`src/rtl/gb_joypad_pkg.sv`:
```
// Shared Game Boy joypad constants: P1 address, select bit positions and IRQ bit.
// Also used by joypad_snes_adapter and the interrupt controller.
package gb_joypad_pkg;

  localparam logic [15:0] P1_ADDR_DEFAULT = 16'hFF00;
  localparam int          P14_BIT         = 4;
  localparam int          P15_BIT         = 5;
  localparam int          JOYPAD_IRQ_BIT  = 4;
  localparam logic [1:0]  SEL_NONE        = 2'b11;
  localparam int          NUM_LINES       = 4;

  // With no row selected the low nibble reads as all released.
  function automatic logic [7:0] p1_read_value(input logic [1:0] sel,
                                               input logic [NUM_LINES-1:0] rows);
    return {2'b11, sel, (sel == SEL_NONE) ? 4'hF : rows};
  endfunction

endpackage

```
`src/rtl/joypad_glitch_filter.sv`:
```
// One-bit debounce: the output follows d only after it has differed for FILTER_CYCLES samples.
module joypad_glitch_filter #(
  parameter int FILTER_CYCLES = 4
) (
  input  logic clock,
  input  logic reset,
  input  logic d,
  output logic q
);

  localparam int CW = $clog2(FILTER_CYCLES + 1);
  localparam logic [CW-1:0] LAST = CW'(FILTER_CYCLES - 1);

  logic          raw;
  logic [CW-1:0] cnt;

  always_ff @(posedge clock or negedge reset) begin
    if (!reset) begin
      raw <= 1'b1;
      q   <= 1'b1;
      cnt <= '0;
    end else begin
      raw <= d;
      if (raw == q) begin
        cnt <= '0;
      end else if (cnt == LAST) begin
        q   <= raw;
        cnt <= '0;
      end else begin
        cnt <= cnt + 1'b1;
      end
    end
  end

endmodule

```
`src/rtl/joypad_p1_register.sv`:
```
// P1/JOYP register: bus decode, row select, debounced button readback and joypad IRQ.
// Edge detection is muted for a settle window after each select write.
module joypad_p1_register
  import gb_joypad_pkg::*;
#(
  parameter logic [15:0] P1_ADDR       = P1_ADDR_DEFAULT,
  parameter int          FILTER_CYCLES = 4,
  parameter int          SETTLE_CYCLES = 8
) (
  input  logic        clock,
  input  logic        reset,
  input  logic [15:0] addr,
  input  logic [7:0]  din,
  input  logic        wr,
  input  logic        rd,
  output logic [7:0]  dout,
  output logic [1:0]  button_sel,
  input  logic [3:0]  button_data,
  output logic        int_req,
  input  logic        int_ack
);

  localparam int SW = $clog2(SETTLE_CYCLES + 1);

  logic [1:0]           sel_q;
  logic [SW-1:0]        settle;
  logic [NUM_LINES-1:0] filtered;
  logic [NUM_LINES-1:0] filtered_prev;
  logic                 wr_hit, rd_hit, irq_set;
  logic                 unused_din;

  assign wr_hit     = wr && (addr == P1_ADDR);
  assign rd_hit     = rd && (addr == P1_ADDR);
  assign button_sel = sel_q;
  assign unused_din = ^{din[7:6], din[3:0]};

  for (genvar i = 0; i < NUM_LINES; i++) begin : g_filt
    joypad_glitch_filter #(.FILTER_CYCLES(FILTER_CYCLES)) u_filt (
      .clock (clock),
      .reset (reset),
      .d     (button_data[i]),
      .q     (filtered[i])
    );
  end

  // Falls during the settle window are dropped, not held for later.
  assign irq_set = (|(filtered_prev & ~filtered)) && (settle == '0) && (sel_q != SEL_NONE);

  always_ff @(posedge clock or negedge reset) begin
    if (!reset) begin
      sel_q         <= SEL_NONE;
      settle        <= '0;
      filtered_prev <= '1;
      int_req       <= 1'b0;
      dout          <= 8'hFF;
    end else begin
      filtered_prev <= filtered;
      if (wr_hit) begin
        sel_q  <= din[P15_BIT:P14_BIT];
        settle <= SW'(SETTLE_CYCLES);
      end else if (settle != '0) begin
        settle <= settle - 1'b1;
      end
      if (irq_set)      int_req <= 1'b1;
      else if (int_ack) int_req <= 1'b0;
      if (rd_hit) dout <= p1_read_value(sel_q, filtered);
    end
  end

endmodule
```
`config.mk`:
```
export PLATFORM = sky130hd
export DESIGN_NAME = joypad_p1_register
export DESIGN_NICKNAME = d
export VERILOG_FILES = /design/src/rtl/gb_joypad_pkg.sv /design/src/rtl/joypad_glitch_filter.sv /design/src/rtl/joypad_p1_register.sv
export SDC_FILE = /design/constraint.sdc
export NUM_CORES = 1
export LEC_CHECK = 0
export ABC_AREA = 1
export BUFFER_PORTS_ARGS = -buffer_cell sky130_fd_sc_hd__buf_4
export CORE_UTILIZATION = 35
export CTS_CLUSTER_DIAMETER = 50
export CTS_CLUSTER_SIZE = 30
export DETAILED_ROUTE_END_ITERATION = 6
export GPL_TIMING_DRIVEN = 0
export PLACE_DENSITY = 0.61
export SLEW_MARGIN = 20
export SYNTH_ARGS = -nofsm -noshare
export SYNTH_HDL_FRONTEND = slang
export SYNTH_SLANG_ARGS = --single-unit
```
`constraint.sdc`:
```
create_clock -name clock -period 2.1 [get_ports clock]
set_clock_uncertainty 0.1 [all_clocks]
set_input_delay 0.21 -clock clock [delete_from_list [all_inputs] [get_ports clock]]
set_output_delay 0.21 -clock clock [all_outputs]
set_load 0.05 [all_outputs]
```
Word-level counts from Yosys, hierarchy flattened
Index checks and enable logic that the tools add are counted.
Widths: inputs -> output; s select.
Word-level totals
  bits of input ports: 33
  register bits: 37
  output and inout port bits: 11
  word-level logic and storage cells: 65
Cells by class
  add/sub/neg operators: 5
  reduce and logical (&&, ||, !) cells: 13
  muxes and demuxes: 13
  equality and inequality tests: 11
  bitwise gates (word level): 6
Operators by type and width (number)
  $mux 3: 8
  $eq 16x16->1 const B: 1
  $add 3x1->3 const B: 4
  $eq 3x2->1 const B: 4
  $mux 4: 3
  $reduce_and 2->1: 4
  $and 4x4->4: 1
  $eq 1x1->1: 4
  $logic_and 1x1->1: 4
  $logic_not 4->1: 1
  $not 1->1: 4
  $not 4->4: 1
  $reduce_bool 2->1: 2
  $reduce_bool 4->1: 1
  $reduce_or 4->1: 1
  $sub 4x1->4 const B: 1
  $eq 2x2->1 const B: 1
  $mux 1: 2
  $ne 2x2->1 const B: 1

Longest topological paths before layout
  depth after elaboration: 6
  gate-level depth with buffers: 7
  mapped depth without buffers: 7

Modules after synthesis
From an unflattened synthesis, not the netlist that was laid out.
Second synthesis, totals
  cell total of the unflattened synthesis: 196
  area, all modules: 1757.9 um^2
Modules (own cells, without submodules)
  joypad_p1_register: cells each 100, times used 1, area an instance 894.6 um^2, sequential area each 440.4 um^2
  joypad_glitch_filter (g_filt[1].u_filt ...): cells each 24, times used 3, area an instance 216.5 um^2, sequential area each 127.6 um^2
  joypad_glitch_filter (g_filt[0].u_filt): cells each 24, times used 1, area an instance 214.0 um^2, sequential area each 127.6 um^2

Worst setup path before layout
Ideal clock, no wire load.
  kind: register to register
  from: reg sel_q[1] (netlist: button_sel[1])
  to: reg dout[0]
  required time: 1939 ps
  setup time: 61 ps
  period minus slack after synthesis: 1241 ps
  buffers on the path: 0
  arrival time: 1080 ps
  setup slack: 859 ps
  stages on the path, launching flop included: 5
  cell sequence: dfstp_2 nand2_1 nand2_1 nand4_1 nand2_1
On the way
  cells in the longest elaborated chain, start to end: 2
RTL lines
  from (decl): line joypad_p1_register.sv:25  | logic [1:0] sel_q;
  from (signal assigned): line joypad_p1_register.sv:59  | sel_q <= din[P15_BIT:P14_BIT];
  $eq 2x2->1: line gb_joypad_pkg.sv:15  | return {2'b11, sel, (sel == SEL_NONE) ? 4'hF : rows};
  $mux 4: line gb_joypad_pkg.sv:15
  to (signal assigned): line joypad_p1_register.sv:66  | if (rd_hit) dout <= p1_read_value(sel_q, filtered);
  to (decl): line joypad_p1_register.sv:16  | output logic [7:0] dout,
Every way passes these cells.
A chain may end at the register's enable or synchronous reset.

Worst setup path after layout
  from: reg sel_q[0] (netlist: button_sel[0])
  to: out button_sel[0]
RTL lines
  to (decl): line joypad_p1_register.sv:17  | output logic [1:0] button_sel,
No word-level cell between the ends.

==> run metrics <==
number of sinks on the clock net=37; total vias in the final route=1181; number of rows in the core area=24; #FFs+latches synth=37; Setup crit end kind=output pin; Synthesis Warnings=0; synthesized instance count=162; Max Clock Freq=737.9 MHz; peak supply drop=545.2 uV; minimum period implied by the final worst setup slack=1.355 ns; width of the die=70.41 um; number of distinct standard cells referenced by the synthesized netlist=22; maximum buffer depth of the clock tree=2; worst path bufs/invs=1; effective utilization at floorplan=0.3710; number of diodes=0; TritonCTS clock tree=yes; sum of negative setup slack=0 ns; area inside the core boundary=4414 um2; status=completed; Port Buffers=35; Cell Area, Placed=1969 um2; Final Max Slew Viols=0; type of the tightest min-delay check=primary input to flop; final cell utilization of the core=0.4878; cell area after technology mapping=1638 um2; number of iterations in the first detailed-routing pass=4; vias in the first global route=1129; DRC viols=0; htree depth=2; Non-Filler Instances=263; worst setup margin=0.7449 ns; family with the most delay on the worst path=flip-flops; count of max-cap constraint violations=0; Worst EP arrival=1.05 ns; Critical Path RT=1.79 ns; total chip power=2.402 mW; number of vias per cell after detailed routing=4.490; DRT iter0 DRCs=55; global-route usage over all layers=0.1233; weighted congestion reported at the end of routability-driven placement=0.7777; Area growth syn-to-layout=31.47%; placed insts=250; Resize count post-CTS=0; number of antenna violations at the first check in global routing=0; start-to-end type of the worst setup path=flop to output pin; crit path max-delay cell type=sky130_fd_sc_hd__dfstp_2; post-route standard cell area excluding fillers=2153 um2; post-DP HPWL=1.947 mm; final-stage net count=248; cell chain of the critical path=buf_4; clock buffers created by TritonCTS=5; clock latency at the later pin of the worst-skew pair=0.28 ns; post-synthesis average cell area=10.11 um2; total global routing overflow=0; vertical extent of the die=70.41 um; final-report setup violation count=0; Worst Setup Slack post-DPL=0.7612 ns; part of the Yosys area used for sequential elements=0.5806; CP peak stage delay=0.56 ns; Startpoint Class=flop; largest net degree at the start of global routing=38; number of top-level pins=44; leakage power of the design=1.113 nW; power per cell area=1115 nW/um2; peak fanout along the critical path=4; post-detailed-routing wire length=2.667 mm; Hold WS=0.06096 ns; library cell used as clock root buffer=sky130_fd_sc_hd__clkbuf_8; CTS clock-pin slew for the worst setup and hold paths=0.07 ns; unrepaired setup endpoints after global routing=false; fraction of final layout cells sized beyond drive strength 1=0.3602; Routed Antenna Nets=0; Final Cycle Share=0.6453; routed len/inst=10.14 um; first-pass GRT wire length=4.705 mm; count of final hold-check violations=0; Die Footprint=4957 um2
-- cells by family after synthesis --
logic type	synth area share
compound gates	0.02445
xor+xnor	0.03209
fa+ha+maj	0.03820
buf+inv	0.06187
flops	0.5806
other cells	0.002290
simple gates	0.2605
-- layout make-up --
class / instances / area [um2]
flip-flops and latches: 37 / 950.9
multi-input cells: 101 / 589.3
clock buffers: 5 / 68.82
plain buffers: 2 / 15.01
clock inverters: 3 / 65.06
well taps: 52 / 65.06
repair buffers: 40 / 312.8
inverters: 23 / 86.33
fillers: 414 / 2261
-- Yosys cell counts, drive strengths merged --
cell type	number	area share
nor3b	3	0.014
nand3	6	0.034
xor2	2	0.011
ha	5	0.038
nor3	5	0.015
dfrtp	17	0.26
a21oi	4	0.012
nand2	43	0.10
xnor2	4	0.021
dfstp	20	0.32
o21ai	4	0.012
conb	1	0.0023
nand4	10	0.042
nor2	13	0.053
inv	23	0.053
buf	2	0.0092
-- cell usage in the layout (no fill, tap or decap), drive strengths merged, types with 5 or more instances in the layout --
cell type    count
dfrtp           17
nor3             5
buf             37
clkbuf           5
ha               5
inv             23
nand3            6
dfstp           20
nor2            13
nand2           43
nand4           10
dlygate4sd3      5
-- path summary, 6_finish.rpt --
path	slack [ns]	to	start	depth (start not counted)
max	0.74	button_sel[0]	button_sel[0]	1
min	0.06	button_sel[1]	din[5]	3
max reg2reg	0.75	settle[0]	settle[0]	7
min reg2reg	0.28	filtered_prev[0]	g_filt[0].u_filt.q	0
max in group asynchronous	1.23	button_sel[1]	reset	2
min in group asynchronous	0.32	g_filt[1].u_filt.cnt[1]	reset	2
-- per-layer routing --
layer  routed length, um  track usage  vias up
met5                   0            0        -
met4                  11      0.03333        0
met3                 158      0.06782        2
met2                1249       0.1894       29
met1                1247       0.1490      547
li1                    -            -      603
-- state kept, by name, indices dropped and copies added (netlist names) --
signal             flops
int_req                1
dout                   6
filtered_prev          4
g_filt.u_filt.cnt     12
settle                 4
g_filt.u_filt.q        4
button_sel             2
g_filt.u_filt.raw      4
-- worst min-delay path: cells and delay by family --
kind          cells  cell delay (ns)
buf+inv           1             0.11
simple gates      2             0.13
-- what timing repair did --
action / in CTS / in global routing
hold buffers: 5 / 0
setup buffers: 0 / 0
endpoints found under the hold margin: 21 / 0
-- where the power goes --
group | total, mW | leakage, nW | switching [mW] | internal (mW)
logic | 0.641 | 0.615 | 0.373 | 0.268
registers | 1.05 | 0.430 | 0.0904 | 0.959
clock network | 0.712 | 0.0681 | 0.240 | 0.472
total | 2.40 | 1.11 | 0.703 | 1.70
No activity file was read; power rests on OpenSTA's default activity.
